<file path="src/rtl/pattern_editor_if.sv">
// Bundles the keycode inputs, the cell RAM port and the display-facing outputs
// of the pattern editor; signal suffixes are named from the editor's point of view.
`timescale 1ns/1ps
interface pattern_editor_if #(
    parameter int ADDR_W = 12,
    parameter int DATA_W = 8
);
    logic [2:0]        user_cursor_i;
    logic [1:0]        user_edit_i;
    logic [ADDR_W-1:0] mem_addr_o;
    logic              mem_rd_en_o;
    logic [DATA_W-1:0] mem_rdata_i;
    logic              mem_we_o;
    logic [DATA_W-1:0] mem_wdata_o;
    logic [6:0]        cursor_x_o;
    logic [4:0]        cursor_y_o;
    logic              busy_o;
    logic              edit_done_o;

    modport slave (
        input  user_cursor_i, user_edit_i, mem_rdata_i,
        output mem_addr_o, mem_rd_en_o, mem_we_o, mem_wdata_o,
        output cursor_x_o, cursor_y_o, busy_o, edit_done_o
    );

    modport master (
        output user_cursor_i, user_edit_i, mem_rdata_i,
        input  mem_addr_o, mem_rd_en_o, mem_we_o, mem_wdata_o,
        input  cursor_x_o, cursor_y_o, busy_o, edit_done_o
    );
endinterface

</file>
<file path="src/rtl/pattern_editor.sv">
// Cursor owner and read-modify-write cell editor for the pattern grid; key codes
// are levels, so only a change to a nonzero code counts as a press.
`timescale 1ns/1ps
module pattern_editor #(
    parameter int COLS    = 80,
    parameter int ROWS    = 30,
    parameter int DATA_W  = 8,
    parameter int MAX_VAL = 255,
    parameter int ADDR_W  = 12
) (
    input  logic             clk,
    input  logic             Reset,
    pattern_editor_if.slave  bus
);

    typedef enum logic [1:0] {IDLE, RD, WAIT, WR} state_t;

    state_t            state_q, state_d;
    logic [2:0]        prevCursor_q;
    logic [1:0]        prevEdit_q;
    logic [1:0]        op_q, op_d;
    logic [6:0]        cursorX_q, cursorX_d;
    logic [4:0]        cursorY_q, cursorY_d;
    logic [ADDR_W-1:0] addr_q, addr_d;
    logic [DATA_W-1:0] wdata_q, wdata_d;

    logic              moveEvt;
    logic              editEvt;
    logic [ADDR_W-1:0] cursorAddr;
    logic [DATA_W-1:0] newVal;

    assign moveEvt    = (bus.user_cursor_i != prevCursor_q) && (bus.user_cursor_i != 3'd0);
    assign editEvt    = (bus.user_edit_i != prevEdit_q) && (bus.user_edit_i != 2'd0);
    assign cursorAddr = ADDR_W'(cursorY_q) * ADDR_W'(COLS) + ADDR_W'(cursorX_q);

    // Values already above the ceiling clamp down to it rather than growing further.
    always_comb begin
        newVal = '0;
        case (op_q)
            2'b01:   newVal = (bus.mem_rdata_i >= DATA_W'(MAX_VAL)) ? DATA_W'(MAX_VAL)
                                                                     : bus.mem_rdata_i + DATA_W'(1);
            2'b10:   newVal = (bus.mem_rdata_i == '0) ? '0 : bus.mem_rdata_i - DATA_W'(1);
            default: newVal = '0;
        endcase
    end

    always_ff @(posedge clk) begin
        if (Reset) begin
            state_q      <= IDLE;
            prevCursor_q <= '0;
            prevEdit_q   <= '0;
            op_q         <= '0;
            cursorX_q    <= '0;
            cursorY_q    <= '0;
            addr_q       <= '0;
            wdata_q      <= '0;
        end else begin
            state_q      <= state_d;
            prevCursor_q <= bus.user_cursor_i;
            prevEdit_q   <= bus.user_edit_i;
            op_q         <= op_d;
            cursorX_q    <= cursorX_d;
            cursorY_q    <= cursorY_d;
            addr_q       <= addr_d;
            wdata_q      <= wdata_d;
        end
    end

    // Moves and edits are honoured only in IDLE; an edit latches the pre-move address.
    always_comb begin
        state_d   = state_q;
        op_d      = op_q;
        cursorX_d = cursorX_q;
        cursorY_d = cursorY_q;
        addr_d    = addr_q;
        wdata_d   = wdata_q;
        case (state_q)
            IDLE: begin
                if (editEvt) begin
                    op_d    = bus.user_edit_i;
                    addr_d  = cursorAddr;
                    state_d = RD;
                end
                if (moveEvt) begin
                    case (bus.user_cursor_i)
                        3'b001:  cursorX_d = (cursorX_q == 7'd0) ? 7'(COLS - 1) : cursorX_q - 7'd1;
                        3'b010:  cursorX_d = (cursorX_q == 7'(COLS - 1)) ? 7'd0 : cursorX_q + 7'd1;
                        3'b011:  cursorY_d = (cursorY_q == 5'd0) ? 5'(ROWS - 1) : cursorY_q - 5'd1;
                        3'b100:  cursorY_d = (cursorY_q == 5'(ROWS - 1)) ? 5'd0 : cursorY_q + 5'd1;
                        default: ;
                    endcase
                end
            end
            RD:   state_d = WAIT;
            WAIT: begin
                wdata_d = newVal;
                state_d = WR;
            end
            WR:      state_d = IDLE;
            default: state_d = IDLE;
        endcase
    end

    assign bus.mem_addr_o  = addr_q;
    assign bus.mem_rd_en_o = (state_q == RD);
    assign bus.mem_we_o    = (state_q == WR);
    assign bus.mem_wdata_o = wdata_q;
    assign bus.edit_done_o = (state_q == WR);
    assign bus.busy_o      = (state_q != IDLE);
    assign bus.cursor_x_o  = cursorX_q;
    assign bus.cursor_y_o  = cursorY_q;

endmodule

</file>
<file path="src/flat_wrapper.sv">
// flat-port wrapper written by rule: the top's interface ports become plain ports
module pattern_editor_flat 
#(
    parameter int COLS    = 80,
    parameter int ROWS    = 30,
    parameter int DATA_W  = 8,
    parameter int MAX_VAL = 255,
    parameter int ADDR_W  = 12
)
  (clk, Reset, bus_user_cursor_i, bus_user_edit_i, bus_mem_rdata_i, bus_mem_addr_o, bus_mem_rd_en_o, bus_mem_we_o, bus_mem_wdata_o, bus_cursor_x_o, bus_cursor_y_o, bus_busy_o, bus_edit_done_o);
  pattern_editor_if #(.ADDR_W(ADDR_W), .DATA_W(DATA_W)) bus_i ();
  input  logic clk;
  input  logic Reset;
  input wire logic [$bits(bus_i.user_cursor_i)-1:0] bus_user_cursor_i;
  input wire logic [$bits(bus_i.user_edit_i)-1:0] bus_user_edit_i;
  input wire logic [$bits(bus_i.mem_rdata_i)-1:0] bus_mem_rdata_i;
  output wire logic [$bits(bus_i.mem_addr_o)-1:0] bus_mem_addr_o;
  output wire logic [$bits(bus_i.mem_rd_en_o)-1:0] bus_mem_rd_en_o;
  output wire logic [$bits(bus_i.mem_we_o)-1:0] bus_mem_we_o;
  output wire logic [$bits(bus_i.mem_wdata_o)-1:0] bus_mem_wdata_o;
  output wire logic [$bits(bus_i.cursor_x_o)-1:0] bus_cursor_x_o;
  output wire logic [$bits(bus_i.cursor_y_o)-1:0] bus_cursor_y_o;
  output wire logic [$bits(bus_i.busy_o)-1:0] bus_busy_o;
  output wire logic [$bits(bus_i.edit_done_o)-1:0] bus_edit_done_o;
  assign bus_i.user_cursor_i = bus_user_cursor_i;
  assign bus_i.user_edit_i = bus_user_edit_i;
  assign bus_i.mem_rdata_i = bus_mem_rdata_i;
  assign bus_mem_addr_o = bus_i.mem_addr_o;
  assign bus_mem_rd_en_o = bus_i.mem_rd_en_o;
  assign bus_mem_we_o = bus_i.mem_we_o;
  assign bus_mem_wdata_o = bus_i.mem_wdata_o;
  assign bus_cursor_x_o = bus_i.cursor_x_o;
  assign bus_cursor_y_o = bus_i.cursor_y_o;
  assign bus_busy_o = bus_i.busy_o;
  assign bus_edit_done_o = bus_i.edit_done_o;
  pattern_editor #(.COLS(COLS), .ROWS(ROWS), .DATA_W(DATA_W), .MAX_VAL(MAX_VAL), .ADDR_W(ADDR_W)) u_core (.clk(clk), .Reset(Reset), .bus(bus_i));
endmodule
</file>
<file path="config.mk">
export PLATFORM = sky130hd
export DESIGN_NAME = pattern_editor_flat
export DESIGN_NICKNAME = d
export VERILOG_FILES = /design/src/rtl/pattern_editor_if.sv /design/src/rtl/pattern_editor.sv /design/src/flat_wrapper.sv
export SDC_FILE = /design/constraint.sdc
export NUM_CORES = 1
export LEC_CHECK = 0
export ABC_AREA = 1
export CORE_MARGIN = 1
export CORE_UTILIZATION = 48
export CTS_CLUSTER_SIZE = 28
export DETAILED_ROUTE_END_ITERATION = 7
export PLACE_DENSITY_LB_ADDON = 0.15
export SYNTH_ARGS = -nofsm -noshare
export SYNTH_HDL_FRONTEND = slang
export SYNTH_SLANG_ARGS = --single-unit
</file>
<file path="constraint.sdc">
create_clock -name clk -period 1.8 [get_ports clk]
set_input_delay 0.18 -clock clk [delete_from_list [all_inputs] [get_ports clk]]
set_output_delay 0.18 -clock clk [all_outputs]
set_load 0.02 [all_outputs]
</file>
==> impl_metrics.csv, run 1 <==
group,metric,value,unit
job,max_cap_violations,0,
sta,drv_slew,0,
clocking,clock-root-buffer,"clkbuf_8",
sta,hold_viol_final,0,
sta,finalHoldWorstSlack,0.465,ns
yosys,synth_fp_nets,482,
setup_path,criticalPathCategory,"flip-flop to flip-flop",
clocking,cts_buffers,5,
floorplanning,die_h,79.9,um
min_path,hold_depth,2,
setup_path,max_stage_delay,0.54,ns
power_and_ir_drop,p_sw,1.79,mW
floorplanning,row_count,28,
floorplanning,core,5890,um2
routing,viasPerCell,5.09,
floorplanning,ioPinCount,51,
finish,area_growth,33.7,%
routing,vias,3024,
yosys,yosysTopAreaCell,"dfxtp_1",
sta,period_minus_slack,1.85,ns
routing,drt_pass1_iterations,4,
setup_path,cp.depth,8,
finish,antenna_cells,0,
placed_design,gp_congestion,0.863,
global_routing,overflow,0,
yosys,syn_inst,442,
yosys,ys.flop_type,"dfxtp_1",
run_status,violations,"negative setup slack",
setup_path,crit_arrival,2.09,ns
sta,fin_worst_skew,0.00698,ns
routing,avgRoutedWirePerCell,12.6,um
sta,rsz0062_at_grt,"true",
setup_path,crit_fanout,2,
clocking,ctsLongestPathBuffers,2,
finish,n_fill_cell,539,
sta,setup_viol,2,
sta,fmax,542,MHz
floorplanning,die_x,79.9,um
global_routing,grt_pass1_vias,2664,
power_and_ir_drop,clkPwrFrac,17.5,%
global_routing,grtUsageTotal,24.2,%
yosys,async_flop_share,0,%
yosys,synth.most_common_cell,"nand2_1",
setup_path,reg2regPathDepth,8,
routing,wl,7.46,mm
sta,worst_slew_pin_slew,0.425,ns
placed_design,portBuffers,50,
run_status,outcome,"complete, but fails checks",
clocking,cts_num_sinks,41,
power_and_ir_drop,vdd_drop_max,0.623,mV
placed_design,dpl.hpwl,5.55,mm
sta,fin_crit_sh,103,%
power_and_ir_drop,seq_power_share,28.4,%
min_path,min_path_type,"flip-flop to flip-flop",
finish,final_layout_size_suffix_gt1_share,15.6,%
power_and_ir_drop,intPower,2.49,mW
yosys,synth_edf_count,0,
power_and_ir_drop,p_leak,1.78,nW
routing,ant_nets,0,
setup_path,crit_chain,"ha_4 > ha_4 > fa_2 > nand2_2 > nor2_4 > nand2_2 > xnor2_2 > a21oi_1",
yosys,synthTopCellsByArea,"dfxtp_1 28%, nand2_1 14%, ha_1 9.9%",
clocking,cts_tree,"yes",
yosys,synth_seq_cells,41,
sta,fin_ws,-0.0466,ns
yosys,yosysTopAreaCellShare,28.2,%
setup_path,crit_family,"adder cells",
setup_path,crit_buf_inv,0,
yosys,ys_seq_area_share,28.2,%
power_and_ir_drop,p_total,4.28,mW
global_routing,grt_start_max_net_pins,20,
power_and_ir_drop,switching_share,41.7,%
setup_path,critPathCaptureType,"flip-flop",
sta,timing.setup.tns,-0.0735,ns
setup_path,worstPathRequired,2.04,ns
finish,fin_area,3890,um2
floorplanning,initial_core_util,49.5,%
finish,fin_nets,558,
yosys,synth_area,2910,um2
sta,maxSlewHeadroom,71.7,%
yosys,ys_warn_count,0,
global_routing,grt_pass1_wl,12.1,mm
yosys,synth_commonest_cells,"107 x nand2_1, 54 x inv_1, 48 x nor2_1",
setup_path,slowest_stage,"fa_2",
floorplanning,dieArea,6380,um2
clocking,clk_pin_slew_worst_paths,0.08,ns
power_and_ir_drop,p_per_area,1100,nW/um2
placed_design,dpl_cell_area,3690,um2
clocking,htree_levels,2,
routing,drt-initial-drc-count,227,
yosys,syn_avg_cell_area,6.59,um2
global_routing,antenna_found_initial,0,
routing,drc,0,
setup_path,crit_path_start_kind,"flip-flop",
clocking,clk_latency,0.30,ns
power_and_ir_drop,comb_power_share,54.1,%
yosys,ys_types,34,
sequential cells by signal, summed over array words and instances, names as in the netlist:
signal                  cells
u_core.state_q              2
u_core.bus.mem_addr_o      12
u_core.bus.mem_wdata_o      8
u_core.op_q                 2
u_core.prevCursor_q         3
u_core.bus.cursor_y_o       5
u_core.bus.cursor_x_o       7
u_core.prevEdit_q           2
cell families (layout without fill, tap and decap cells):
| family | count (synthesis) | after routing | share of synthesized area, % |
|---|---|---|---|
| and+or+nand+nor | 214 | 214 | 32.0 |
| DFF | 41 | 41 | 28.2 |
| AOI/OAI and AO/OA | 72 | 72 | 12.7 |
| xor gates and xnor gates | 18 | 18 | 5.41 |
| buffers and inverters | 72 | 149 | 10.4 |
| adders and majority gates | 25 | 25 | 11.3 |
per-layer routing:
layer | track usage, % | wire, um | up-vias
met5 | 0 | 0 | -
met4 | 6.61 | 71 | 0
met3 | 4.34 | 286 | 6
met2 | 38.9 | 3460 | 71
met1 | 33.1 | 3650 | 1390
li1 | - | - | 1557
through the flow:
step | setup slack [ns] | std cells | util, %
2_1_floorplan | -0.0656 | 442 | -
3_3_place_gp | -0.0406 | 583 | 62.6
3_5_place_dp | -0.0665 | 583 | 62.6
4_1_cts | -0.0385 | 591 | 64.4
5_1_grt | -0.136 | 594 | 66.2
6_report | -0.0466 | 594 | 66.2
power by group through the flow:
stage	clock [mW]	combinational (mW)	sequential, mW
detailed placement	0	2.22	1.23
global route	0.798	2.58	1.24
floorplan	0	1.30	1.37
finish	0.750	2.32	1.22
global placement	0	2.20	1.23
CTS	0.765	2.23	1.21
layout by cell type, fill, tap and decap left out, drive strengths merged:
master           n
a21oi           36
and2             1
o211ai           1
xor2             9
clkinv           3
o22ai            2
clkdlybuf4s50   49
or2              3
xnor2            9
dlygate4sd2      1
inv             56
dfxtp           41
clkbuf           6
nor3             5
bufinv           1
ha              23
a21boi           2
nand4            4
o21ai           31
nand3           39
buf             33
nor2            51
nand2          111
fa               2
path summary, 6_finish.rpt:
check	from	to	slack, ns
setup / recovery	u_core.bus.cursor_y_o[3]	u_core.bus.mem_addr_o[10]	-0.05
hold / removal	u_core.bus.mem_addr_o[8]	u_core.bus.mem_addr_o[8]	0.47
setup reg to reg	u_core.bus.cursor_y_o[3]	u_core.bus.mem_addr_o[10]	-0.05
hold reg to reg	u_core.bus.mem_addr_o[8]	u_core.bus.mem_addr_o[8]	0.47
worst register-to-register path: stages, from the launching register on:
cell	delay, ns
dfxtp_4	0.36
ha_4	0.24
ha_4	0.15
fa_2	0.54
nand2_2	0.07
nor2_4	0.10
nand2_2	0.08
xnor2_2	0.12
a21oi_1	0.13
final cells by class:
class                           count  area (um2)  share of cell area, %
Sequential cell                    41         832                   21.4
Multi-Input combinational cell    329        1890                   48.6
Inverter                           58         219                   5.62
Clock inverter                      2        35.0                  0.900
Tap cell                           75        93.8                   2.41
Timing Repair Buffer               83         751                   19.3
Clock buffer                        6        72.6                   1.86
what timing repair did:
action | CTS | global route
resized for setup | 1 | 19
endpoints found under the setup margin | 4 | 9
buffers inserted | 0 | 3
pin swaps | 4 | 3
hold buffers | 0 | 0
No activity file was read; power rests on OpenSTA's default activity.
==> run 2, diff against run 1 <==
Settings changed: CTS_CLUSTER_SIZE 28 to default.
==> results of run 2 <==
Final layout, timing and power as in run 1 (identical DEF).
